### src/rtl/mux_scan_ctrl_if.sv
// Signal bundle between the scan sequencer and its environment (mux output in, selects/snapshot out).
// master drives start/mask and returns the mux output f; slave is the sequencer itself.
interface mux_scan_ctrl_if;
  logic       start;
  logic [3:0] mask;
  logic       f;
  logic       s1;
  logic       s0;
  logic       busy;
  logic [3:0] sample;
  logic       done;

  modport master (
    output start,
    output mask,
    output f,
    input  s1,
    input  s0,
    input  busy,
    input  sample,
    input  done
  );

  modport slave (
    input  start,
    input  mask,
    input  f,
    output s1,
    output s0,
    output busy,
    output sample,
    output done
  );
endinterface

### src/rtl/mux_scan_ctrl.sv
// Steps mux4by1 selects over the enabled channels, sampling f after DWELL cycles each; done N*DWELL cycles after start.
// No backpressure: start is only honoured in IDLE and is dropped (not queued) while a scan is running.
module mux_scan_ctrl #(
  parameter int DWELL = 4
) (
  input  logic          clk,
  input  logic          rst_n,
  mux_scan_ctrl_if.slave bus
);

  localparam logic [7:0] CNT_LAST = 8'(DWELL - 1);

  typedef enum logic {
    IDLE = 1'b0,
    SCAN = 1'b1
  } state_t;

  state_t     state_q, state_d;
  logic [1:0] ch_q, ch_d;
  logic [1:0] sel_q, sel_d;
  logic [7:0] cnt_q, cnt_d;
  logic [3:0] mask_q, mask_d;
  logic [3:0] work_q, work_d;
  logic [3:0] sample_q, sample_d;
  logic       busy_q, busy_d;
  logic       done_q, done_d;

  logic [1:0] first_ch;
  logic [1:0] next_ch;
  logic       has_next;

  // Descending walk so the lowest qualifying index is the one that sticks.
  always_comb begin : pick_channel
    first_ch = 2'd0;
    next_ch  = 2'd0;
    has_next = 1'b0;
    for (int k = 3; k >= 0; k--) begin
      if (bus.mask[k]) begin
        first_ch = 2'(k);
      end
      if (mask_q[k] && (k > int'(ch_q))) begin
        next_ch  = 2'(k);
        has_next = 1'b1;
      end
    end
  end

  always_comb begin : next_state
    state_d  = state_q;
    ch_d     = ch_q;
    sel_d    = sel_q;
    cnt_d    = cnt_q;
    mask_d   = mask_q;
    work_d   = work_q;
    sample_d = sample_q;
    busy_d   = busy_q;
    done_d   = 1'b0;

    case (state_q)
      IDLE: begin
        if (bus.start && (bus.mask != 4'b0000)) begin
          mask_d  = bus.mask;
          ch_d    = first_ch;
          sel_d   = first_ch;
          cnt_d   = 8'd0;
          busy_d  = 1'b1;
          work_d  = 4'b0000;
          state_d = SCAN;
        end
      end

      SCAN: begin
        if (cnt_q < CNT_LAST) begin
          cnt_d = cnt_q + 8'd1;
        end else begin
          work_d[ch_q] = bus.f;
          if (has_next) begin
            ch_d  = next_ch;
            sel_d = next_ch;
            cnt_d = 8'd0;
          end else begin
            // Last channel's bit comes straight from f so the snapshot lands on this edge.
            sample_d       = work_q;
            sample_d[ch_q] = bus.f;
            done_d         = 1'b1;
            busy_d         = 1'b0;
            sel_d          = 2'd0;
            state_d        = IDLE;
          end
        end
      end

      default: begin
        state_d = IDLE;
        busy_d  = 1'b0;
        sel_d   = 2'd0;
      end
    endcase
  end

  always_ff @(posedge clk or negedge rst_n) begin : regs
    if (!rst_n) begin
      state_q  <= IDLE;
      ch_q     <= 2'd0;
      sel_q    <= 2'd0;
      cnt_q    <= 8'd0;
      mask_q   <= 4'b0000;
      work_q   <= 4'b0000;
      sample_q <= 4'b0000;
      busy_q   <= 1'b0;
      done_q   <= 1'b0;
    end else begin
      state_q  <= state_d;
      ch_q     <= ch_d;
      sel_q    <= sel_d;
      cnt_q    <= cnt_d;
      mask_q   <= mask_d;
      work_q   <= work_d;
      sample_q <= sample_d;
      busy_q   <= busy_d;
      done_q   <= done_d;
    end
  end

  assign bus.s1     = sel_q[1];
  assign bus.s0     = sel_q[0];
  assign bus.busy   = busy_q;
  assign bus.sample = sample_q;
  assign bus.done   = done_q;

endmodule

### src/flat_wrapper.sv
// flat-port wrapper written by rule: the top's interface ports become plain ports
module mux_scan_ctrl_flat 
#(
  parameter int DWELL = 4
)
  (clk, rst_n, bus_start, bus_mask, bus_f, bus_s1, bus_s0, bus_busy, bus_sample, bus_done);
  mux_scan_ctrl_if bus_i ();
  input  logic clk;
  input  logic rst_n;
  input wire logic [$bits(bus_i.start)-1:0] bus_start;
  input wire logic [$bits(bus_i.mask)-1:0] bus_mask;
  input wire logic [$bits(bus_i.f)-1:0] bus_f;
  output wire logic [$bits(bus_i.s1)-1:0] bus_s1;
  output wire logic [$bits(bus_i.s0)-1:0] bus_s0;
  output wire logic [$bits(bus_i.busy)-1:0] bus_busy;
  output wire logic [$bits(bus_i.sample)-1:0] bus_sample;
  output wire logic [$bits(bus_i.done)-1:0] bus_done;
  assign bus_i.start = bus_start;
  assign bus_i.mask = bus_mask;
  assign bus_i.f = bus_f;
  assign bus_s1 = bus_i.s1;
  assign bus_s0 = bus_i.s0;
  assign bus_busy = bus_i.busy;
  assign bus_sample = bus_i.sample;
  assign bus_done = bus_i.done;
  mux_scan_ctrl #(.DWELL(DWELL)) u_core (.clk(clk), .rst_n(rst_n), .bus(bus_i));
endmodule
### config.mk
export PLATFORM = sky130hd
export DESIGN_NAME = mux_scan_ctrl_flat
export DESIGN_NICKNAME = d
export VERILOG_FILES = /design/src/rtl/mux_scan_ctrl_if.sv /design/src/rtl/mux_scan_ctrl.sv /design/src/flat_wrapper.sv
export SDC_FILE = /design/constraint.sdc
export NUM_CORES = 1
export LEC_CHECK = 0
export BUFFER_PORTS_ARGS = -buffer_cell sky130_fd_sc_hd__buf_2
export CAP_MARGIN = 20
export CORE_MARGIN = 2
export CORE_UTILIZATION = 30
export CTS_CLUSTER_SIZE = 25
export DETAILED_ROUTE_END_ITERATION = 10
export PLACE_DENSITY_LB_ADDON = 0.1
export SKIP_LAST_GASP = 1
export SYNTH_ARGS = -nofsm -noshare
export SYNTH_HDL_FRONTEND = slang
export SYNTH_SLANG_ARGS = --single-unit
### constraint.sdc
create_clock -name clk -period 2.8 [get_ports clk]
set_clock_uncertainty 0.05 [all_clocks]
set_input_delay 0.56 -clock clk [delete_from_list [all_inputs] [get_ports clk]]
set_output_delay 0.56 -clock clk [all_outputs]
set_load 0.02 [all_outputs]
# Word-level counts from Yosys, hierarchy flattened
# Cells that the tools add are included.
[word_totals]
reg_bits = 27
word_cells = 74
inputBits = 8
out_inout_bits = 8
[op_classes]
bitwise_logic = 3
add_sub_neg = 1
reduce_logical = 12
magnitude_cmp = 6
n_mux = 38
n_eq_ne = 5
[ops]
columns = ["cell", "count"]
rows = [
  ["two-way mux 2 bit", 12],
  ["two-way mux 8 bit", 3],
  ["one-hot mux 8 bit (2 select lines)", 1],
  ["two-way mux 1 bit", 13],
  ["AND reduction 3 bit", 3],
  ["adder 8 x 1 -> 8 bit (second input constant)", 1],
  ["< comparator 8 x 2 -> 1 bit (second input constant)", 1],
  ["two-way mux 4 bit", 2],
  ["one-hot mux 2 bit (2 select lines)", 2],
  ["one-hot mux 4 bit (2 select lines)", 1],
  ["inequality test 2 bit (second input constant)", 3],
  ["AND reduction 2 bit", 3],
  ["logical AND 1 bit", 5],
  ["bitwise mux 4 bit", 1],
  ["greater-than comparator 2 bit (first input constant)", 2],
  ["one-hot mux 1 bit (2 select lines)", 2],
  ["nonzero test 4 bit", 1],
  ["< comparator 2 x 3 -> 1 bit (second input constant)", 1],
  ["inequality test 3 bit (second input constant)", 1],
  ["NOT 1 bit", 3],
  ["demux 1 bit (select 2 bit)", 1],
  [">= comparator 2 x 1 -> 1 bit (second input constant)", 1],
  ["greater-than comparator 1 x 2 -> 1 bit (first input constant)", 1],
  ["inequality test 2 x 1 -> 1 bit (second input constant)", 1],
]

# Logic depth before layout (Yosys ltp)
[depth]
ltp_word = 8
mapped_depth = 7
depth_no_buf = 6

# Worst setup path after synthesis
# OpenSTA, ideal clock, no wires.
[synth_path]
path_kind = "flip-flop to flip-flop"
from = "register u_core.cnt_q[0]"
to = "register u_core.sel_q[0]"
setup_time_ps = 125
period_less_slack_ps = 2267
setup_slack_ps = 533
arrival_time_ps = 2092
t_required_ps = 2625
path_stages_with_launch = 6
path_cell_list = "dfrtp_1 > ha_1 > or4_4 > or4_4 > a21o_1 > mux2_4"
[synth_via]
elab_chain_len = 3
[synth_rtl]
columns = ["item", "line_no", "source"]
rows = [
  ["start, declared", "mux_scan_ctrl.sv:21", "logic [7:0] cnt_q, cnt_d;"],
  ["start signal, assigned", "mux_scan_ctrl.sv:116", "cnt_q <= cnt_d;"],
  ["< comparator 8 x 2 -> 1 bit", "mux_scan_ctrl.sv:73", "if (cnt_q < CNT_LAST) begin"],
  ["inequality test 2 bit (no line)", "n/a", ""],
  ["AND reduction 2 bit (no line)", "n/a", ""],
  ["end signal, assigned", "mux_scan_ctrl.sv:115", "sel_q <= sel_d;"],
  ["end, declared", "mux_scan_ctrl.sv:20", "logic [1:0] sel_q, sel_d;"],
]
# No other way between the ends.
# A chain may end at the register's enable or synchronous reset.

# Worst setup path after layout
[layout_path]
from = "register u_core.cnt_q[0]"
to = "register u_core.work_q[0]"
[layout_via]
elab_chain_len = 3
[layout_rtl]
columns = ["item", "line_no", "source"]
rows = [
  ["< comparator 8 x 2 -> 1 bit", "mux_scan_ctrl.sv:73", ""],
  ["inequality test 2 bit (no line)", "n/a", ""],
  ["AND reduction 2 bit (no line)", "n/a", ""],
  ["end signal, assigned", "mux_scan_ctrl.sv:118", "work_q <= work_d;"],
  ["end, declared", "mux_scan_ctrl.sv:23", "logic [3:0] work_q, work_d;"],
]
# No other way between the ends.

==> flow_summary_export.csv <==
group,metric,value,unit
timing,fin_setup_tns,0,ps
floorplan,die_w,68.3,um
placement,pre_cts_ws,455,ps
yosys,yosysUniqueCellTypes,32,
global_routing,antenna_found_initial,0,
timing,max_freq,423,MHz
worst_setup_path,end_kind,"flop",
placement,dpl.hpwl,1.87,mm
clock_tree,ctsHoldBuffers,0,
floorplan,core_area,4000,um^2
timing,fin_ws,438,ps
worst_setup_path,arrival,2480,ps
timing,min_period_over_period,84.4,%
timing,final_hold_viol_count,0,
clock_tree,clk_pin_slew,90,ps
clock_tree,cts_num_sinks,26,
routing,drc,0,
outcome,status,"finished clean",
global_routing,grt_pass1_wl,4.35,mm
timing,whs,239,ps
yosys,synth_fa_ha_area_share,1.01,%
worst_setup_path,reg2reg_slack,440,ps
finish,drive_gt1_share,20.9,%
clock_tree,htreeDepth,1,
timing,rsz0062_at_grt,"false",
clock_tree,clk_latency,270,ps
timing,slew_headroom,38.9,%
min_path,hold_class,"in2async",
yosys,ys.flop_type,"dfrtp_1",
yosys,syn_area_per_cell,10.1,um^2
power_and_ir_drop,pwr-share-comb,45.4,%
yosys,synthMuxAreaShare,6.25,%
floorplan,row_count,23,
clock_tree,cts_tree,"built",
yosys,synth_edf_count,0,
yosys,yosysSeqAreaShare,52.4,%
power_and_ir_drop,p_sw,611,uW
floorplan,start_util,31.0,%
finish,num_antenna_cells,0,
routing,dr_total_vias,935,
yosys,synthCells,123,
yosys,synth-simple-area-share,17.5,%
routing,viasPerCell,4.95,
worst_setup_path,path_buf_inv,0,
worst_setup_path,crit_family,"simple AND/OR/NAND/NOR gates",
yosys,synth_xor_xnor_area_share,0,%
global_routing,grt_pass1_vias,909,
worst_setup_path,cp_common_cell,"or4_4",
clock_tree,cts.path.max_buffers,2,
timing,finalSetupViolCount,0,
floorplan,dieArea,4670,um^2
worst_setup_path,crit-reg2reg-launch,"u_core.cnt_q[0]",
global_routing,overflow,0,
finish,utilization,35.7,%
worst_setup_path,worstPathRequired,2920,ps
finish,finish.net_count,149,
worst_setup_path,cp_max_fo,5,
worst_setup_path,cp_cell_sequence,"ha_1 -> or4_4 -> or4_4 -> a21oi_1 -> o21ai_0 -> o31ai_1",
clock_tree,cts_buffers,3,
floorplan,die_h,68.3,um
yosys,synthArstFlopShare,100,%
global_routing,grt_use_total,12.8,%
routing,drtPass1Iterations,4,
worst_setup_path,startpoint,"u_core.cnt_q[0]",
routing,routedWlPerCell,13.7,um
routing,ant_nets,0,
clock_tree,cts-resized-gates,0,
yosys,synth_warnings,0,
power_and_ir_drop,switching_share,39.9,%
worst_setup_path,start_kind,"flop",
placement,gp_congestion,0.795,
worst_setup_path,slowest_stage,"or4_4",
placement,portBuffers,15,
routing,drtIter0Drc,63,
power_and_ir_drop,p_int,920,uW
clock_tree,cts-root-buf,"clkbuf_8",
power_and_ir_drop,finalPower,1530,uW
power_and_ir_drop,leakage,0.000673,uW
power_and_ir_drop,pwr-share-seq,38.8,%
yosys,synth_seq_cells,26,
clock_tree,cts_setup_buffers,0,
power_and_ir_drop,clkPwrFrac,15.8,%
yosys,synth_compound_area_share,19.7,%
job,cap_violations,0,
worst_setup_path,crit_path_max_incr_delay,540,ps
timing,worst_slew_pin_slew,909,ps
finish,synthToLayoutAreaGrowth,15.1,%
yosys,syn_nets,132,
global_routing,grt_max_degree,27,
timing,min_period,2360,ps
timing,maxSlewViolCount,0,
routing,wl,2.60,mm
power_and_ir_drop,ir_worst_vdd,444,uV
power_and_ir_drop,p_per_area,1070,nW/um^2
floorplan,ioPinCount,16,
yosys,synth_top_family_by_area,"compound AO/OA/AOI/OAI gates",
worst_setup_path,path_class,"reg2reg",
yosys,syn-cell-area,1240,um^2
[flip-flops by register name, indices dropped and copies added, names as in the netlist]
| name | flops |
|---|---|
| u_core.cnt_q | 8 |
| u_core.bus.busy | 1 |
| u_core.bus.done | 1 |
| u_core.ch_q | 2 |
| u_core.bus.sample | 4 |
| u_core.sel_q | 2 |
| u_core.work_q | 4 |
| u_core.mask_q | 3 |
| u_core.state_q | 1 |
[kinds of logic (layout without fill, tap and decap cells)]
logic type,count (synthesis),count (layout)
fa+ha+maj,1,1
compound gates,36,36
mux,7,7
buf+inv,10,26
flops,26,26
simple gates,43,43
[placed cells by master, fill, tap and decap left out, drive strengths merged]
cell type / n
dfrtp: 26
buf: 17
o21ai: 15
nand2: 12
nor2: 11
a21oi: 7
inv: 5
mux2i: 4
clkbuf: 4
o31ai: 3
nand3: 3
nor3: 3
and2: 3
o21a: 3
or4: 3
mux2: 3
nand2b: 2
a21o: 2
nor4: 2
a31oi: 2
o41ai: 1
or3: 1
and3b: 1
nor2b: 1
or2: 1
o2bb2ai: 1
a22o: 1
a32o: 1
ha: 1
[synthesized netlist by cell type, types with 3 or more instances]
master    number  area share (%)
and2_1         3             1.5
nand3_1        3             1.2
nor3_1         3             1.2
inv_1          5             1.5
nand2_1       12             3.6
mux2i_1        4             3.2
nor2_1        11             3.3
a21oi_1        7             2.8
o21a_1         3             1.8
clkbuf_1       4             1.2
o21ai_0       15             6.0
dfrtp_1       26              52
o31ai_1        3             1.8
[path summary, 6_finish.rpt]
path / to / depth (start not counted)
max: u_core.work_q[0] / 6
min: u_core.cnt_q[3] / 1
max in group asynchronous: u_core.state_q / 1
min in group clk: u_core.bus.sample[2] / 2
max reg2reg: u_core.work_q[0] / 6
min reg2reg: u_core.bus.sample[2] / 2
[metal layers]
| metal | up-vias | share of wire [%] | GRT usage [%] |
|---|---|---|---|
| li1 | 470 | - | - |
| met1 | 440 | 51 | 17.8 |
| met2 | 25 | 44 | 19.2 |
| met3 | 0 | 5.1 | 3.95 |
| met4 | 0 | 0 | 3.75 |
| met5 | - | 0 | 0 |
[power by group through the flow]
stage / Sequential [uW] / Combinational [uW] / Clock, uW
floorplan: 633 / 475 / 0
global placement: 601 / 695 / 0
detailed placement: 601 / 705 / 0
CTS: 594 / 706 / 257
global route: 611 / 795 / 272
finish: 594 / 695 / 241
[cell type report]
| class | instances | area (um^2) |
|---|---|---|
| clock buffer | 4 | 55.1 |
| fill | 416 | 2570 |
| inverter | 5 | 18.8 |
| multi-input combinational | 87 | 552 |
| sequential | 26 | 651 |
| tap | 50 | 62.6 |
| timing repair buffer | 17 | 90.1 |
[through the flow]
stage          std cells  area (um^2)
6_report             189         1430
5_1_grt              189         1430
4_1_cts              189         1430
3_5_place_dp         185         1370
3_3_place_gp         185         1370
2_1_floorplan        123         1240
No activity file was read; power rests on OpenSTA's default activity.
